**src/rtl/mem_port_arbiter_pkg.sv**
```systemverilog
// Shared definitions for the main-RAM port arbiter: FSM states, grant
// encodings and the default bus widths used by the control unit and RAM model.
package mem_port_arbiter_pkg;

  localparam int unsigned DEF_ADDR_W = 9;
  localparam int unsigned DEF_DATA_W = 32;

  typedef enum logic [1:0] {
    ST_IDLE   = 2'd0,
    ST_ACCESS = 2'd1,
    ST_RESP   = 2'd2
  } arb_state_t;

  localparam logic GRANT_CPU = 1'b0;
  localparam logic GRANT_DMA = 1'b1;

endpackage

```
**src/rtl/mem_port_arbiter_arb_select.sv**
```systemverilog
// Winner pick for the RAM arbiter: CPU priority, with DMA forced once the CPU
// has been granted STARVE_MAX times while DMA was waiting.
module arb_select
  import mem_port_arbiter_pkg::*;
#(
  parameter int unsigned STARVE_MAX = 4
) (
  input  logic Clock,
  input  logic Reset_n,
  input  logic cpu_req,
  input  logic dma_req,
  input  logic take,
  output logic winner
);

  localparam int unsigned      CNT_W   = $clog2(STARVE_MAX + 1);
  localparam logic [CNT_W-1:0] CNT_MAX = CNT_W'(STARVE_MAX);

  logic [CNT_W-1:0] starve_cnt;
  logic             starved;

  always_comb begin
    starved = (starve_cnt == CNT_MAX);
    winner  = GRANT_CPU;
    if (dma_req && (!cpu_req || starved)) begin
      winner = GRANT_DMA;
    end
  end

  always_ff @(posedge Clock or negedge Reset_n) begin
    if (!Reset_n) begin
      starve_cnt <= '0;
    end else if (take) begin
      if (winner == GRANT_DMA) begin
        starve_cnt <= '0;
      end else if (dma_req && !starved) begin
        starve_cnt <= starve_cnt + CNT_W'(1);
      end
    end
  end

endmodule

```
**src/rtl/mem_port_arbiter.sv**
```systemverilog
// Two-requester arbiter for the single-port main RAM: latches the winning
// request, holds mem_en for WAIT_CYCLES cycles, then pulses the winner's ack.
module mem_port_arbiter
  import mem_port_arbiter_pkg::*;
#(
  parameter int unsigned ADDR_W      = DEF_ADDR_W,
  parameter int unsigned DATA_W      = DEF_DATA_W,
  parameter int unsigned WAIT_CYCLES = 2,
  parameter int unsigned STARVE_MAX  = 4
) (
  input  logic              Clock,
  input  logic              Reset_n,
  input  logic              cpu_req,
  input  logic              cpu_we,
  input  logic [ADDR_W-1:0] cpu_addr,
  input  logic [DATA_W-1:0] cpu_wdata,
  output logic              cpu_ack,
  output logic [DATA_W-1:0] cpu_rdata,
  input  logic              dma_req,
  input  logic              dma_we,
  input  logic [ADDR_W-1:0] dma_addr,
  input  logic [DATA_W-1:0] dma_wdata,
  output logic              dma_ack,
  output logic [DATA_W-1:0] dma_rdata,
  output logic              mem_en,
  output logic              mem_we,
  output logic [ADDR_W-1:0] mem_addr,
  output logic [DATA_W-1:0] mem_wdata,
  input  logic [DATA_W-1:0] mem_rdata,
  output logic              busy,
  output logic              grant
);

  if (WAIT_CYCLES < 1 || WAIT_CYCLES > 15) begin : g_bad_wait
    $error("mem_port_arbiter: WAIT_CYCLES must be in 1..15");
  end
  if (STARVE_MAX < 1) begin : g_bad_starve
    $error("mem_port_arbiter: STARVE_MAX must be >= 1");
  end

  localparam logic [3:0] WAIT_LOAD = 4'(WAIT_CYCLES - 1);

  arb_state_t        state_q, state_d;
  logic [3:0]        wcnt_q;
  logic              lat_we_q;
  logic [ADDR_W-1:0] lat_addr_q;
  logic [DATA_W-1:0] lat_wdata_q;
  logic              grant_q;
  logic [DATA_W-1:0] cpu_rdata_q, dma_rdata_q;
  logic              any_req, take, last_beat, winner;

  arb_select #(
    .STARVE_MAX (STARVE_MAX)
  ) u_select (
    .Clock   (Clock),
    .Reset_n (Reset_n),
    .cpu_req (cpu_req),
    .dma_req (dma_req),
    .take    (take),
    .winner  (winner)
  );

  always_comb begin
    any_req   = cpu_req | dma_req;
    take      = (state_q == ST_IDLE) && any_req;
    last_beat = (state_q == ST_ACCESS) && (wcnt_q == '0);
    state_d   = state_q;
    case (state_q)
      ST_IDLE:   if (any_req)   state_d = ST_ACCESS;
      ST_ACCESS: if (last_beat) state_d = ST_RESP;
      ST_RESP:                  state_d = ST_IDLE;
      default:                  state_d = ST_IDLE;
    endcase
  end

  always_ff @(posedge Clock or negedge Reset_n) begin
    if (!Reset_n) begin
      state_q <= ST_IDLE;
    end else begin
      state_q <= state_d;
    end
  end

  always_ff @(posedge Clock or negedge Reset_n) begin
    if (!Reset_n) begin
      wcnt_q      <= '0;
      lat_we_q    <= 1'b0;
      lat_addr_q  <= '0;
      lat_wdata_q <= '0;
      grant_q     <= GRANT_CPU;
      cpu_rdata_q <= '0;
      dma_rdata_q <= '0;
    end else begin
      if (take) begin
        grant_q <= winner;
        wcnt_q  <= WAIT_LOAD;
        if (winner == GRANT_DMA) begin
          lat_we_q    <= dma_we;
          lat_addr_q  <= dma_addr;
          lat_wdata_q <= dma_wdata;
        end else begin
          lat_we_q    <= cpu_we;
          lat_addr_q  <= cpu_addr;
          lat_wdata_q <= cpu_wdata;
        end
      end else if (state_q == ST_ACCESS && wcnt_q != '0) begin
        wcnt_q <= wcnt_q - 4'd1;
      end
      // Read data is taken on the last wait cycle, for the owner only.
      if (last_beat && !lat_we_q) begin
        if (grant_q == GRANT_DMA) begin
          dma_rdata_q <= mem_rdata;
        end else begin
          cpu_rdata_q <= mem_rdata;
        end
      end
    end
  end

  assign mem_en    = (state_q == ST_ACCESS);
  assign mem_we    = mem_en & lat_we_q;
  assign mem_addr  = lat_addr_q;
  assign mem_wdata = lat_wdata_q;
  assign busy      = (state_q != ST_IDLE);
  assign cpu_ack   = (state_q == ST_RESP) && (grant_q == GRANT_CPU);
  assign dma_ack   = (state_q == ST_RESP) && (grant_q == GRANT_DMA);
  assign grant     = grant_q;
  assign cpu_rdata = cpu_rdata_q;
  assign dma_rdata = dma_rdata_q;

endmodule

```
**config.mk**
```make
export PLATFORM = sky130hd
export DESIGN_NAME = mem_port_arbiter
export DESIGN_NICKNAME = d
export VERILOG_FILES = /design/src/rtl/mem_port_arbiter_pkg.sv /design/src/rtl/mem_port_arbiter_arb_select.sv /design/src/rtl/mem_port_arbiter.sv
export SDC_FILE = /design/constraint.sdc
export NUM_CORES = 1
export LEC_CHECK = 0
export CAP_MARGIN = 5
export CORE_MARGIN = 1.5
export CORE_UTILIZATION = 38
export DETAILED_ROUTE_END_ITERATION = 12
export GPL_ROUTABILITY_DRIVEN = 0
export GPL_TIMING_DRIVEN = 0
export PLACE_DENSITY_LB_ADDON = 0.2
export SLEW_MARGIN = 25
export SYNTH_ARGS = -nofsm -noshare
export SYNTH_HDL_FRONTEND = slang
export SYNTH_SLANG_ARGS = --single-unit
```
**constraint.sdc**
```tcl
create_clock -name Clock -period 2.2 [get_ports Clock]
set_clock_uncertainty 0.1 [all_clocks]
set_input_delay 0.44 -clock Clock [delete_from_list [all_inputs] [get_ports Clock]]
set_output_delay 0.44 -clock Clock [all_outputs]
set_load 0.01 [all_outputs]
```
==> results of run 1 <==
-- cells by family (layout without fill, tap and decap cells) --
group	Yosys count	after routing	share of synthesized area
AO/OA/AOI/OAI	95	95	0.114
adder cells (fa/ha/maj)	4	4	0.00947
buffers and inverters	50	323	0.0469
flip-flops	116	116	0.549
multiplexers	67	67	0.164
AND/OR/NAND/NOR	108	108	0.117
-- power by group --
group	switching, mW	internal (mW)
Clock	0.909	1.63
Sequential	0.627	3.22
Combinational	2.52	3.44
Total	4.06	8.29
-- through the flow --
stage / total power, mW / TNS (ns)
after floorplan: 6.54 / 0
after global placement: 9.39 / -467.70
after detailed placement: 9.56 / -25.06
after CTS: 12.4 / -2.49
after global routing: 13.1 / -4.05
final: 12.3 / -2.67
-- worst max-delay path by stage --
stage | endpoint | depth (start not counted) | slack [ns]
after floorplan | cpu_rdata[0]$_DFFE_PN0P_ | 7 | 0.01
after global placement | mem_addr[7]$_DFFE_PN0P_ | 1 | -3.85
after detailed placement | mem_addr[4]$_DFFE_PN0P_ | 7 | -0.56
after CTS | cpu_rdata[9]$_DFFE_PN0P_ | 7 | -0.09
after global routing | cpu_rdata[4]$_DFFE_PN0P_ | 7 | -0.14
final | cpu_rdata[4]$_DFFE_PN0P_ | 7 | -0.10
-- flip-flops by register name, summed over array words and instances (netlist names) --
register / cells
dma_rdata: 32
grant: 1
state_q: 2
u_select.starve_cnt: 3
mem_wdata: 32
cpu_rdata: 32
wcnt_q: 4
mem_addr: 9
lat_we_q: 1
-- routing by layer --
layer / vias up / part of all wire / global-route usage
li1: 2184 / - / -
met1: 2329 / 0.40 / 0.257
met2: 247 / 0.49 / 0.377
met3: 34 / 0.094 / 0.0766
met4: 0 / 0.025 / 0.0949
met5: - / 0 / 0
-- cell usage in the layout (no fill, tap or decap), types with 2 or more instances in the layout --
| cell | netlist | routed |
|---|---|---|
| clkdlybuf4s50_1 | 0 | 223 |
| nand4_1 | 42 | 42 |
| buf_4 | 0 | 8 |
| inv_1 | 6 | 2 |
| clkbuf_16 | 0 | 17 |
| dlygate4sd2_1 | 0 | 5 |
| dfrtp_1 | 116 | 116 |
| ha_1 | 4 | 3 |
| and2_1 | 2 | 2 |
| clkinv_2 | 0 | 4 |
| o21ai_0 | 47 | 47 |
| clkbuf_1 | 37 | 37 |
| inv_2 | 0 | 3 |
| a22o_1 | 3 | 3 |
| nor2_1 | 4 | 3 |
| o211ai_1 | 42 | 42 |
| nand2b_1 | 3 | 2 |
| buf_16 | 0 | 4 |
| clkbuf_2 | 0 | 4 |
| clkbuf_8 | 0 | 3 |
| mux2_4 | 30 | 30 |
| mux2i_1 | 2 | 2 |
| buf_12 | 3 | 6 |
| buf_2 | 3 | 3 |
| mux2_2 | 35 | 35 |
| nand3_1 | 46 | 46 |
-- critical path, cell delays in order, from the launching register on --
cell and delay [ns]:
dfrtp_1 0.39, inv_2 0.09, ha_4 0.13, or3b_4 0.38, or4_4 0.49, buf_12 0.17, buf_12 0.13, mux2_4 0.29
-- final cells by class --
type	instances	area [µm²]	share of cell area
clock inverters	5	50.0	0.00582
repair buffers	245	2530	0.294
flip-flops and latches	116	2900	0.338
plain buffers	41	211	0.0246
multi-input cells	274	2170	0.253
well taps	176	220	0.0256
clock buffers	26	489	0.0569
inverters	6	26.3	0.00306
-- timing repair --
action / in CTS / in global routing
buffers inserted: 8 / 3
endpoints found under the hold margin: 44 / 0
pin swaps: 1 / 1
hold buffers: 1 / 0
gates cloned: 3 / 0
setup endpoints to repair: 104 / 62
gates resized for setup: 19 / 7
==> reports/summary.txt, run 1 <==
CP required -> 2.39 ns
setup violators final -> 30
CTS sink cnt -> 116
status -> complete, but fails checks
count leader, synth -> dfrtp_1
CTS Root Cell -> clkbuf_16
Async S/R FF share, synth -> 1.00
clock buffer depth -> 2
Unique masters post-synth -> 31
final core utilization -> 0.642
Setup crit start -> wcnt_q[0]$_DFFE_PN0P_
CTS Buf Count -> 17
total track usage -> 0.223
Placed Instance Area -> 0.00783 mm²
r2r setup slk -> -0.10 ns
placed cells -> 846
register area share after synthesis -> 0.549
final count of pins violating max slew -> 0
period utilization -> 1.05
num ports -> 231
Synth top cells by count -> 116 x dfrtp_1, 47 x o21ai_0, 46 x nand3_1
DRC -> 0
failing checks -> negative setup slack
port bufs -> 229
Layout area overhead -> 62.7%
WHS Path Cells -> 1
maximum vdd ir drop -> 0.629 mV
Hold Crit Class -> flip-flop to flip-flop
final instance area -> 0.00860 mm²
Worst-Margin Slew -> 0.615 ns
Setup WS pre-CTS -> -0.559 ns
Hold Slack -> 0.400 ns
largest net degree at the start of global routing -> 73
cell count of the worst reg-to-reg path -> 7
TritonCTS clock tree -> done
Row Count -> 42
Skew-Pair Late Insertion Delay -> 0.41 ns
DRT antenna net count -> 0
HPWL after DPL -> 11.4 mm
max_cap viols -> 0
CP Capture Type -> flip-flop
Core Region -> 0.0134 mm²
via count -> 4,794
final hold viol count -> 0
global route overflow -> 0
Yosys top cell area share -> 0.549
crit path max fanout -> 5
Filler cells -> 1,073
Slew headroom -> 0.588
CP Launch Type -> flip-flop
arrival time at the worst endpoint -> 2.49 ns
Crit Path Class -> flip-flop to flip-flop
Synth area leader -> dfrtp_1
Max Freq -> 435 MHz
Mapped Avg Cell Area -> 12.0 µm²
first-iteration detailed-routing DRC count -> 243
Seq cells post-synth -> 116
FF-to-FF End -> cpu_rdata[4]$_DFFE_PN0P_
RSZ-0062 raised after global routing -> yes
DR WL/cell -> 18.3 µm
vias per cell -> 5.39
Synth area leaders -> dfrtp_1 55%, mux2_4 8.5%, mux2_2 7.5%, o211ai_1 6.0%, nand4_1 5.0%
Synth Warn # -> 0
hold_sp -> dma_rdata[1]$_DFFE_PN0P_
first-pass GRT wire length -> 25.1 mm
synthesized cell area -> 0.00529 mm²
vias in the first global route -> 4,876
die span in y -> 121 µm
Primary FF master, synth -> dfrtp_1
drt pass-1 iters -> 5
Reg clk slew, reported paths -> 0.05 ns
Min-Delay Endpoint -> dma_rdata[1]$_DFFE_PN0P_
PD cells -> 1440 mW/mm²
Leak -> 3.54 nW
initial core utilization -> 0.394
H-tree levels -> 4
Die Wd -> 121 µm
syn nets -> 564
Post-synth EDFFs -> 0
Period minus WS final -> 2.30 ns
DIE AREA -> 0.0146 mm²
final worst slack -> -0.100 ns
Routed WL -> 16.2 mm
number of nets in the layout -> 825
Finished Layout Cells -> 889
initial antenna violation count -> 0
Antenna Cells -> 0
synthesized netlist cell count -> 440
Worst R2R Start -> wcnt_q[0]$_DFFE_PN0P_
share of cells above drive strength 1 -> 0.181
Power figures use the tool's default switching activity.
==> run 2: changes to the inputs <==
- CORE_MARGIN: 1.5 -> 2
==> run 2 against run 1 <==
Effect of this change: hold slack better by 0.0038 ns; maximum frequency up 0.45%; combinational power shrank 2%; the flow still finishes with violations (negative setup slack); largest cell class unchanged.
==> reports/summary.txt, run 2 (synthesized netlist as in run 1, its figures left out) <==
status -> complete, but fails checks
failing checks -> negative setup slack
Routed WL -> 16.1 mm (-0.87%)
largest net degree at the start of global routing -> 62 (-15%)
RSZ-0062 raised after global routing -> yes
crit path max fanout -> 5 (unchanged)
number of nets in the layout -> 821 (-0.48%)
setup violators final -> 21 (-30%)
period utilization -> 1.04 (-0.00464)
CP bufs+invs -> 3 (unchanged)
Die Wd -> 122 µm (+0.83%)
initial core utilization -> 0.385 (-0.00917)
CP top delay family -> simple AND/OR/NAND/NOR gates
port bufs -> 229 (unchanged)
worst-path cell chain -> inv_2 -> ha_4 -> or3b_4 -> or4_4 -> buf_6 -> clkbuf_16 -> mux2_4
Reg clk slew, reported paths -> 0.05 ns (about the same)
die span in y -> 122 µm (+0.83%)
Antenna Cells -> 0 (unchanged)
num ports -> 231 (unchanged)
max_cap viols -> 0 (unchanged)
routing usage on met3 -> 0.0669 (-0.00965)
Layout area overhead -> 61.8%
vias in the first global route -> 4,947 (+1.5%)
TNS Setup -> -1.54 ns (+1.13 ns)
final count of pins violating max slew -> 0 (unchanged)
global-route track usage on met1 -> 0.272 (+0.0141)
CP max stage cell -> or4_4
DRT antenna net count -> 0 (unchanged)
Max Freq -> 437 MHz (+0.45%)
Leak -> 3.52 nW (-0.77%)
Period minus WS final -> 2.29 ns (-0.0102 ns)
first-pass GRT wire length -> 25.2 mm (+0.47%)
initial antenna violation count -> 0 (unchanged)
clock buffer depth -> 2 (unchanged)
Slew headroom -> 0.636 (+0.0474)
global route overflow -> 0 (unchanged)
Skew-Pair Late Insertion Delay -> 0.41 ns (about the same)
drt pass-1 iters -> 5 (unchanged)
CP Launch Type -> flip-flop
total track usage -> 0.219 (-0.00391)
most common cell after layout, fill and taps aside -> clkdlybuf4s50_1
arrival time at the worst endpoint -> 2.48 ns (about the same)
r2r setup slk -> -0.09 ns (about the same)
Hold Crit Class -> flip-flop to flip-flop
Hold Slack -> 0.404 ns (+0.00379 ns)
via count -> 4,766 (-0.58%)
commonest cells after routing, fill and taps aside -> 223 x clkdlybuf4s50_1, 114 x dfrtp_1, 47 x o21ai_0
Core Region -> 0.0137 mm² (+2.4%)
PD cells -> 1450 mW/mm² (+0.75%)
GR Util met2 -> 0.355 (-0.0224)
TritonCTS clock tree -> done
vias per cell -> 5.36 (-0.70%)
Worst-Margin Slew -> 0.547 ns (-0.0688 ns)
CP Capture Type -> flip-flop
share of cells above drive strength 1 -> 0.192 (+0.0106)
DIE AREA -> 0.0149 mm² (+1.7%)
CTS Buf Count -> 17 (unchanged)
Max stage delay on crit path -> 0.49 ns (about the same)
maximum vdd ir drop -> 0.585 mV (-7.0%)
HPWL after DPL -> 11.5 mm (+0.79%)
DR WL/cell -> 18.1 µm (-0.98%)
final worst slack -> -0.0901 ns (+0.0102 ns)
most used routing layer -> met2
first-iteration detailed-routing DRC count -> 270 (+11%)
Row Count -> 43 (+2.4%)
CTS sink cnt -> 116 (unchanged)
H-tree levels -> 4 (unchanged)
Crit Path Class -> flip-flop to flip-flop
CP required -> 2.39 ns (about the same)
final hold viol count -> 0 (unchanged)
DRC -> 0 (unchanged)
CTS Root Cell -> clkbuf_16
run 2: changes by cell type in the layout (fill, tap and decap cells not counted), moves of 3 or more:
cell | before | now
buf_16 | 4 | 1
clkbuf_1 | 37 | 30
buf_6 | 1 | 4
buf_12 | 6 | 3
clkinvlp_4 | 1 | 5
run 2: per-layer routing:
metal / vias up / part of all wire / wire [µm]
met5: - / 0 / 0
met4: 0 / 0.022 / 347
met3: 28 / 0.084 / 1360
met2: 229 / 0.49 / 7900
met1: 2340 / 0.40 / 6480
li1: 2169 / - / -
run 2: area by class of cell:
class,instances,area [µm²]
buffer,40,193
clock buffer,18,439
clock inverter,14,138
fill,1086,5170
inverter,6,26.3
multi-input combinational,274,2170
sequential,116,2910
tap,180,225
timing repair buffer,242,2450
run 2: worst paths after layout:
kind | startpoint | end | depth (start not counted)
min in group asynchronous | Reset_n | cpu_rdata[6]$_DFFE_PN0P_ | 2
worst min-delay path | dma_rdata[14]$_DFFE_PN0P_ | dma_rdata[14]$_DFFE_PN0P_ | 1
worst max-delay path | wcnt_q[0]$_DFFE_PN0P_ | cpu_rdata[18]$_DFFE_PN0P_ | 7
worst max register to register | wcnt_q[0]$_DFFE_PN0P_ | cpu_rdata[18]$_DFFE_PN0P_ | 7
max in group asynchronous | Reset_n | mem_wdata[4]$_DFFE_PN0P_ | 3
worst min register to register | dma_rdata[14]$_DFFE_PN0P_ | dma_rdata[14]$_DFFE_PN0P_ | 1
run 2: timing repair:
action	4_1_cts	5_1_grt
cloned	1	1
endpoints found under the hold margin	55	0
hold buffers	1	0
buffers inserted	9	1
pin swaps	1	0
resized for setup	24	5
endpoints found under the setup margin	104	73
run 2: worst reg2reg max path, stage by stage (launching register included):
cell and delay (ns):
dfrtp_1 0.39, inv_2 0.09, ha_4 0.13, or3b_4 0.37, or4_4 0.49, buf_6 0.17, clkbuf_16 0.15, mux2_4 0.29
run 2: through the flow:
step	total power [mW]	cell area (µm²)	utilization	std cells	setup WS, ns
2_1_floorplan	6.54	5290	-	440	0.0139
3_3_place_gp	9.38	7800	0.569	849	-3.87
3_5_place_dp	9.56	7830	0.571	850	-0.544
4_1_cts	12.4	8560	0.624	890	-0.0975
5_1_grt	13.1	8550	0.623	890	-0.140
6_report	12.4	8550	0.623	890	-0.0901
run 2: power by group:
part	internal (mW)	switching, mW	total (mW)
clock	1.68	0.984	2.66
sequential	3.23	0.639	3.86
combinational	3.35	2.49	5.84
